--- config.mk ---
export PLATFORM = sky130hd
export DESIGN_NAME = goal_detector_flat
export DESIGN_NICKNAME = d
export VERILOG_FILES = /design/src/rtl/goal_detector_if.sv /design/src/rtl/goal_detector.sv /design/src/flat_wrapper.sv
export SDC_FILE = /design/constraint.sdc
export NUM_CORES = 1
export LEC_CHECK = 0
export ABC_AREA = 1
export BUFFER_PORTS_ARGS = -buffer_cell sky130_fd_sc_hd__buf_2
export CORE_AREA = 2 2 46 48
export DETAILED_ROUTE_END_ITERATION = 8
export DIE_AREA = 0 0 48 50
export PLACE_DENSITY_LB_ADDON = 0.12
export SLEW_MARGIN = 20
export SYNTH_ARGS = -nofsm -noshare
export SYNTH_HDL_FRONTEND = slang
export SYNTH_SLANG_ARGS = --single-unit
--- constraint.sdc ---
create_clock -name clk -period 1.9 [get_ports clk]
set_clock_uncertainty 0.1 [all_clocks]
set_input_delay 0.38 -clock clk [delete_from_list [all_inputs] [get_ports clk]]
set_output_delay 0.38 -clock clk [all_outputs]
set_load 0.1 [all_outputs]
--- src/rtl/goal_detector_if.sv ---
// goal_detector_if: sensor/enable inputs and goal/status outputs of the goal detector
interface goal_detector_if;
  logic beam_raw;
  logic armed;
  logic goal;
  logic busy;
  logic sensor_fault;
  modport master (output beam_raw, armed, input goal, busy, sensor_fault);
  modport slave (input beam_raw, armed, output goal, busy, sensor_fault);
endinterface

--- src/rtl/goal_detector.sv ---
// goal_detector: synchronised, debounced beam-break sensor to single-cycle goal pulse
// with post-goal lockout, cooldown and sticky stuck-sensor flag.
module goal_detector #(
  parameter int DEBOUNCE_CYC = 4,
  parameter int COOLDOWN_CYC = 8,
  parameter int STUCK_CYC = 16
) (
  input logic clk,
  input logic rst,
  goal_detector_if.slave gd_if
);
  localparam int MAX_DC = DEBOUNCE_CYC > COOLDOWN_CYC ? DEBOUNCE_CYC : COOLDOWN_CYC;
  localparam int MAX_P = MAX_DC > STUCK_CYC ? MAX_DC : STUCK_CYC;
  localparam int W = $clog2(MAX_P + 1);
  localparam logic [W-1:0] D_END = W'(DEBOUNCE_CYC - 1);
  localparam logic [W-1:0] C_END = W'(COOLDOWN_CYC - 1);
  localparam logic [W-1:0] S_END = W'(STUCK_CYC - 1);
  localparam logic [W-1:0] S_MAX = W'(STUCK_CYC);
  typedef enum logic [2:0] {IDLE, QUAL, FIRE, HOLD, COOL} state_t;
  state_t state_q, state_d;
  logic s1_q, sync_q;
  logic [W-1:0] cnt_q, cnt_d, stuck_q, stuck_d;
  logic goal_q, busy_q, fault_q, fault_d;
  always_comb begin
    state_d = state_q;
    cnt_d = cnt_q;
    stuck_d = stuck_q;
    case (state_q)
      IDLE: if (gd_if.armed && sync_q) begin
        state_d = QUAL;
        cnt_d = W'(1);
      end
      QUAL: if (!sync_q || !gd_if.armed) begin
        state_d = IDLE;
        cnt_d = '0;
      end else if (cnt_q == D_END) state_d = FIRE;
      else cnt_d = cnt_q + 1'b1;
      FIRE: begin
        state_d = HOLD;
        stuck_d = '0;
      end
      HOLD: if (!sync_q) begin
        state_d = COOL;
        cnt_d = '0;
      end else if (stuck_q != S_MAX) stuck_d = stuck_q + 1'b1;
      COOL: if (cnt_q == C_END) begin
        state_d = IDLE;
        cnt_d = '0;
      end else cnt_d = cnt_q + 1'b1;
      default: state_d = IDLE;
    endcase
  end
  // fault latches on the last blocked HOLD sample before stuck_cnt saturates
  assign fault_d = fault_q | (state_q == HOLD && sync_q && stuck_q == S_END);
  always_ff @(posedge clk or posedge rst) begin
    if (rst) begin
      s1_q <= 1'b0;
      sync_q <= 1'b0;
      state_q <= IDLE;
      cnt_q <= '0;
      stuck_q <= '0;
      goal_q <= 1'b0;
      busy_q <= 1'b0;
      fault_q <= 1'b0;
    end else begin
      s1_q <= gd_if.beam_raw;
      sync_q <= s1_q;
      state_q <= state_d;
      cnt_q <= cnt_d;
      stuck_q <= stuck_d;
      goal_q <= state_d == FIRE;
      busy_q <= state_d != IDLE;
      fault_q <= fault_d;
    end
  end
  assign gd_if.goal = goal_q;
  assign gd_if.busy = busy_q;
  assign gd_if.sensor_fault = fault_q;
endmodule

--- src/flat_wrapper.sv ---
// flat-port wrapper written by rule: the top's interface ports become plain ports
module goal_detector_flat 
#(
  parameter int DEBOUNCE_CYC = 4,
  parameter int COOLDOWN_CYC = 8,
  parameter int STUCK_CYC = 16
)
  (clk, rst, gd_if_beam_raw, gd_if_armed, gd_if_goal, gd_if_busy, gd_if_sensor_fault);
  goal_detector_if gd_if_i ();
  input logic clk;
  input logic rst;
  input wire logic [$bits(gd_if_i.beam_raw)-1:0] gd_if_beam_raw;
  input wire logic [$bits(gd_if_i.armed)-1:0] gd_if_armed;
  output wire logic [$bits(gd_if_i.goal)-1:0] gd_if_goal;
  output wire logic [$bits(gd_if_i.busy)-1:0] gd_if_busy;
  output wire logic [$bits(gd_if_i.sensor_fault)-1:0] gd_if_sensor_fault;
  assign gd_if_i.beam_raw = gd_if_beam_raw;
  assign gd_if_i.armed = gd_if_armed;
  assign gd_if_goal = gd_if_i.goal;
  assign gd_if_busy = gd_if_i.busy;
  assign gd_if_sensor_fault = gd_if_i.sensor_fault;
  goal_detector #(.DEBOUNCE_CYC(DEBOUNCE_CYC), .COOLDOWN_CYC(COOLDOWN_CYC), .STUCK_CYC(STUCK_CYC)) u_core (.clk(clk), .rst(rst), .gd_if(gd_if_i));
endmodule
* After elaboration in Yosys (flattened, before gate mapping)
Index checks and enable logic that the tools add are counted.
Storage, ports and cells: register bits 18, output and inout port bits 3, logic and storage cells 52, bits of input ports 4
Operators by class: bitwise gates (word level) 1, add/subtract/negate cells 2, mux-type cells 15, equality and inequality tests 14, reduce and logical (&&, ||, !) cells 12
Operators with widths (count):
- two-way mux 5 bit | 7
- case mux 5 bit (4 select lines) | 1
- two-way mux 3 bit | 5
- case mux 3 bit (5 select lines) | 1
- adder 5 x 1 -> 5 bit, second input constant | 2
- case mux 5 bit (2 select lines) | 1
- == test 3 x 2 -> 1 bit, second input constant | 3
- != test 2 x 1 -> 1 bit, second input constant | 3
- == test 5 x 2 -> 1 bit, second input constant | 1
- == test 5 x 3 -> 1 bit, second input constant | 1
- == test 5 x 4 -> 1 bit, second input constant | 1
- != test 5 bit, second input constant | 1
- AND reduction 4 bit | 1
- nonzero test 4 bit | 1
- == test 3 x 1 -> 1 bit, second input constant | 1
- == test 3 bit, second input constant | 1
- logical AND 1 bit | 3
- zero test 3 bit | 1
- != test 3 x 2 -> 1 bit, second input constant | 1
- AND reduction 3 bit | 1
- nonzero test 3 bit | 1
- zero test 1 bit | 2
- != test 2 bit, second input constant | 1
- nonzero test 2 bit | 1
- other kinds (2) | 2

* Logic depth before layout (Yosys ltp)
depth after elaboration 5, gate-level depth with buffers 8, depth with buffers taken out 8

* Worst setup path after synthesis
Ideal clock, no wire load.
kind reg2out, start register u_core.fault_q (netlist: u_core.gd_if.sensor_fault), end output gd_if_sensor_fault, path buffers 0, cell stages (with the launch flop) 1, path slack 0.521 ns, arrival 0.899 ns, cell sequence dfrtp_1
RTL lines:
- from (decl) | line goal_detector.sv:23 | logic goal_q, busy_q, fault_q, fault_d;
- from (signal assigned) | line goal_detector.sv:73 | fault_q <= fault_d;
- to (decl) | line flat_wrapper.sv:16 | output wire logic [$bits(gd_if_i.sensor_fault)-1:0] gd_if_sensor_fault;
No word-level cell between the ends.

* Worst setup path after layout
start register u_core.fault_q (netlist: u_core.gd_if.sensor_fault), end output gd_if_sensor_fault
No word-level cell between the ends.

==> impl_metrics.yaml <==
clocking:
  cts_setup_buffers: 0
  cts_hold_buf: 1
  cts_buffers: 3
  cts_sinks: 18
  cts_tree: "yes"
  clk_path_buf_depth: 2
  clock-root-buffer: "clkbuf_4"
  cts_resized: 0
  htree_levels: 1
  clk_latency_ns: 0.30
  clk_pin_slew_ns: 0.11
pwr:
  p_leak_nw: 0.638
  power.density_nw_per_um2: 792
  peakVddDrop_mv: 0.538
  fin_total_pwr_mw: 0.916
floorplanning:
  start_util: 0.547
  die_h_um: 50
  row_count: 16
  die_w_um: 48
  io-pin-count: 7
  coreArea_sq_um: 1900
  fp.dieArea_sq_um: 2400
timing:
  max_freq_mhz: 641
  finalSetupViolCount: 0
  slew_viol_final: 0
  period_needed_ns: 1.56
  maxSlewHeadroom: 0.678
  final.period_utilization: 0.821
  setup_tns_ns: 0
  tightest_slew_ns: 0.486
  grt_setup_unrepaired: "false"
  hold-worst-slack_ns: 0.101
  hold_viol: 0
outcome:
  status: "complete, no violations"
synth:
  syn_inst: 134
  synth_compound_area_frac: 0.0445
  seq_area_frac_synth: 0.433
  synth_seq_cells: 18
  syn_avg_cell_area_sq_um: 7.76
  synth_top_family_by_area: "simple AND/OR/NAND/NOR gates"
  synth.area.mux_share: 0
  yosys.area_share.simple: 0.392
  synthesis.area_sq_um: 1040
  synth_nets: 142
  ys_warn_count: 0
  synth-xor-area-share: 0.0168
  synthAdderAreaFrac: 0.0481
  ys_types: 22
worst_setup_path:
  cp_num_buf_inv: 1
  rrSetupSlack_ns: 0.45
  regToRegStartpoint: "u_core.stuck_q[0]"
  slowest_stage: "buf_2"
  crit_fanout: 2
  worstPathCellList: "buf_2"
  worst_ep_arrival_time_ns: 1.08
  crit_type: "reg2out"
  path_delay_family: "buffers and inverters"
  cpPeakStageDelay_ns: 0.42
  startpoint_type: "flop"
  required_ns: 1.42
  r2r_end: "u_core.stuck_q[3]"
  r2r_cells: 7
  crit_path_end_kind: "output pin"
cells_and_area:
  area_growth_syn_to_layout_pct: 11.3
  diodes: 0
  nNetsFinal: 155
  drive_gt1_frac: 0.205
worst_hold_path:
  hold-path-endpoint: "u_core.s1_q"
  min_path_type: "in2reg"
  min_from: "gd_if_beam_raw"
  holdPathStages: 1
detailed_routing:
  drc: 0
  finalWirelength_mm: 1.97
  drtIter0Drc: 13
  drt-vias-per-instance: 5.02
  num_vias: 868
  wire_per_inst_um: 11.4
  drt-pass1-iter-count: 4
  postRouteAntennaNets: 0
job:
  drv_cap: 0
placement:
  io_buffers: 6
  hpwl_mm: 1.54
  place.gp.congestion: 0.836
grt:
  grt_overflow_total: 0
  grt_max_degree: 19
  first_global_vias: 820
  grt_pass1_wl_mm: 3.58
  grt_use_total: 0.207
  grt_antenna_before_repair: 0
layout by cell type (no fill, tap or decap), types with 2 or more instances in the layout:
master / n
o21ai_1: 4
inv_1: 13
nor2_4: 2
nor2_1: 17
xor2_1: 2
nand2_1: 36
nand3_1: 16
nand2_2: 4
inv_2: 5
clkbuf_4: 3
ha_1: 4
nand2_4: 2
dfrtp_1: 18
o21ai_0: 2
buf_2: 6
synth_stat cells:
cell	instances	area share
a21o_1	1	0.0072
dfrtp_1	18	0.43
ha_1	4	0.048
inv_1	13	0.047
inv_2	5	0.018
nand2_1	36	0.13
nand2_2	4	0.024
nand2_4	2	0.022
nand3_1	16	0.077
nand3_2	1	0.0096
nand4_1	1	0.0060
nand4_2	1	0.012
nor2_1	17	0.061
nor2_2	1	0.0060
nor2_4	2	0.022
nor3_2	1	0.0096
nor3b_1	1	0.0072
o21ai_0	2	0.0096
o21ai_1	4	0.019
o21ai_2	1	0.0084
or2_2	1	0.0060
xor2_1	2	0.017
cell type report:
| cell class | count | area (sq um) |
|---|---|---|
| fill | 168 | 744 |
| tap | 27 | 33.8 |
| timing repair buffer | 8 | 47.5 |
| clock buffer | 4 | 36.3 |
| inverter | 18 | 67.6 |
| multi-input combinational | 98 | 522 |
| sequential | 18 | 450 |
logic make-up after synthesis:
logic type / after synthesis
compound gates: 8
xor+xnor: 2
fa+ha+maj: 4
buf+inv: 18
flops: 18
simple gates: 84
layer usage:
metal	global-route usage	share of wire	up-vias
met2	0.316	0.50	8
met4	0.0811	0.017	0
met5	0	0	-
met1	0.283	0.47	409
met3	0.0366	0.017	4
li1	-	-	447
power breakdown:
group / leakage [nW] / internal (mW) / switching (mW)
Combinational: 0.376 / 0.0659 / 0.165
Sequential: 0.242 / 0.416 / 0.0329
Clock: 0.0210 / 0.117 / 0.121
worst max-delay path by stage:
stage | slack [ns] | cells after the start | startpoint | end
finish | 0.34 | 1 | u_core.gd_if.sensor_fault | gd_if_sensor_fault
global route | 0.30 | 7 | u_core.stuck_q[1] | u_core.stuck_q[2]
CTS | 0.33 | 1 | u_core.gd_if.sensor_fault | gd_if_sensor_fault
detailed placement | 0.44 | 7 | u_core.stuck_q[0] | u_core.stuck_q[3]
global placement | 0.50 | 7 | u_core.stuck_q[0] | u_core.stuck_q[1]
floorplan | 0.52 | 0 | u_core.gd_if.sensor_fault | gd_if_sensor_fault
stage by stage:
stage          utilization  cell area, sq um  worst slack [ns]  cells
2_1_floorplan            -              1040             0.521    134
3_3_place_gp         0.584              1110             0.501    168
3_5_place_dp         0.584              1110             0.444    168
4_1_cts              0.609              1160             0.329    173
5_1_grt              0.609              1160             0.295    173
6_report             0.609              1160             0.340    173
state kept, by name, indices dropped and copies added (netlist names):
signal / cells
u_core.cnt_q: 5
u_core.stuck_q: 5
u_core.state_q: 3
u_core.gd_if.busy: 1
u_core.gd_if.goal: 1
u_core.gd_if.sensor_fault: 1
u_core.s1_q: 1
u_core.sync_q: 1
Power figures use the tool's default switching activity.
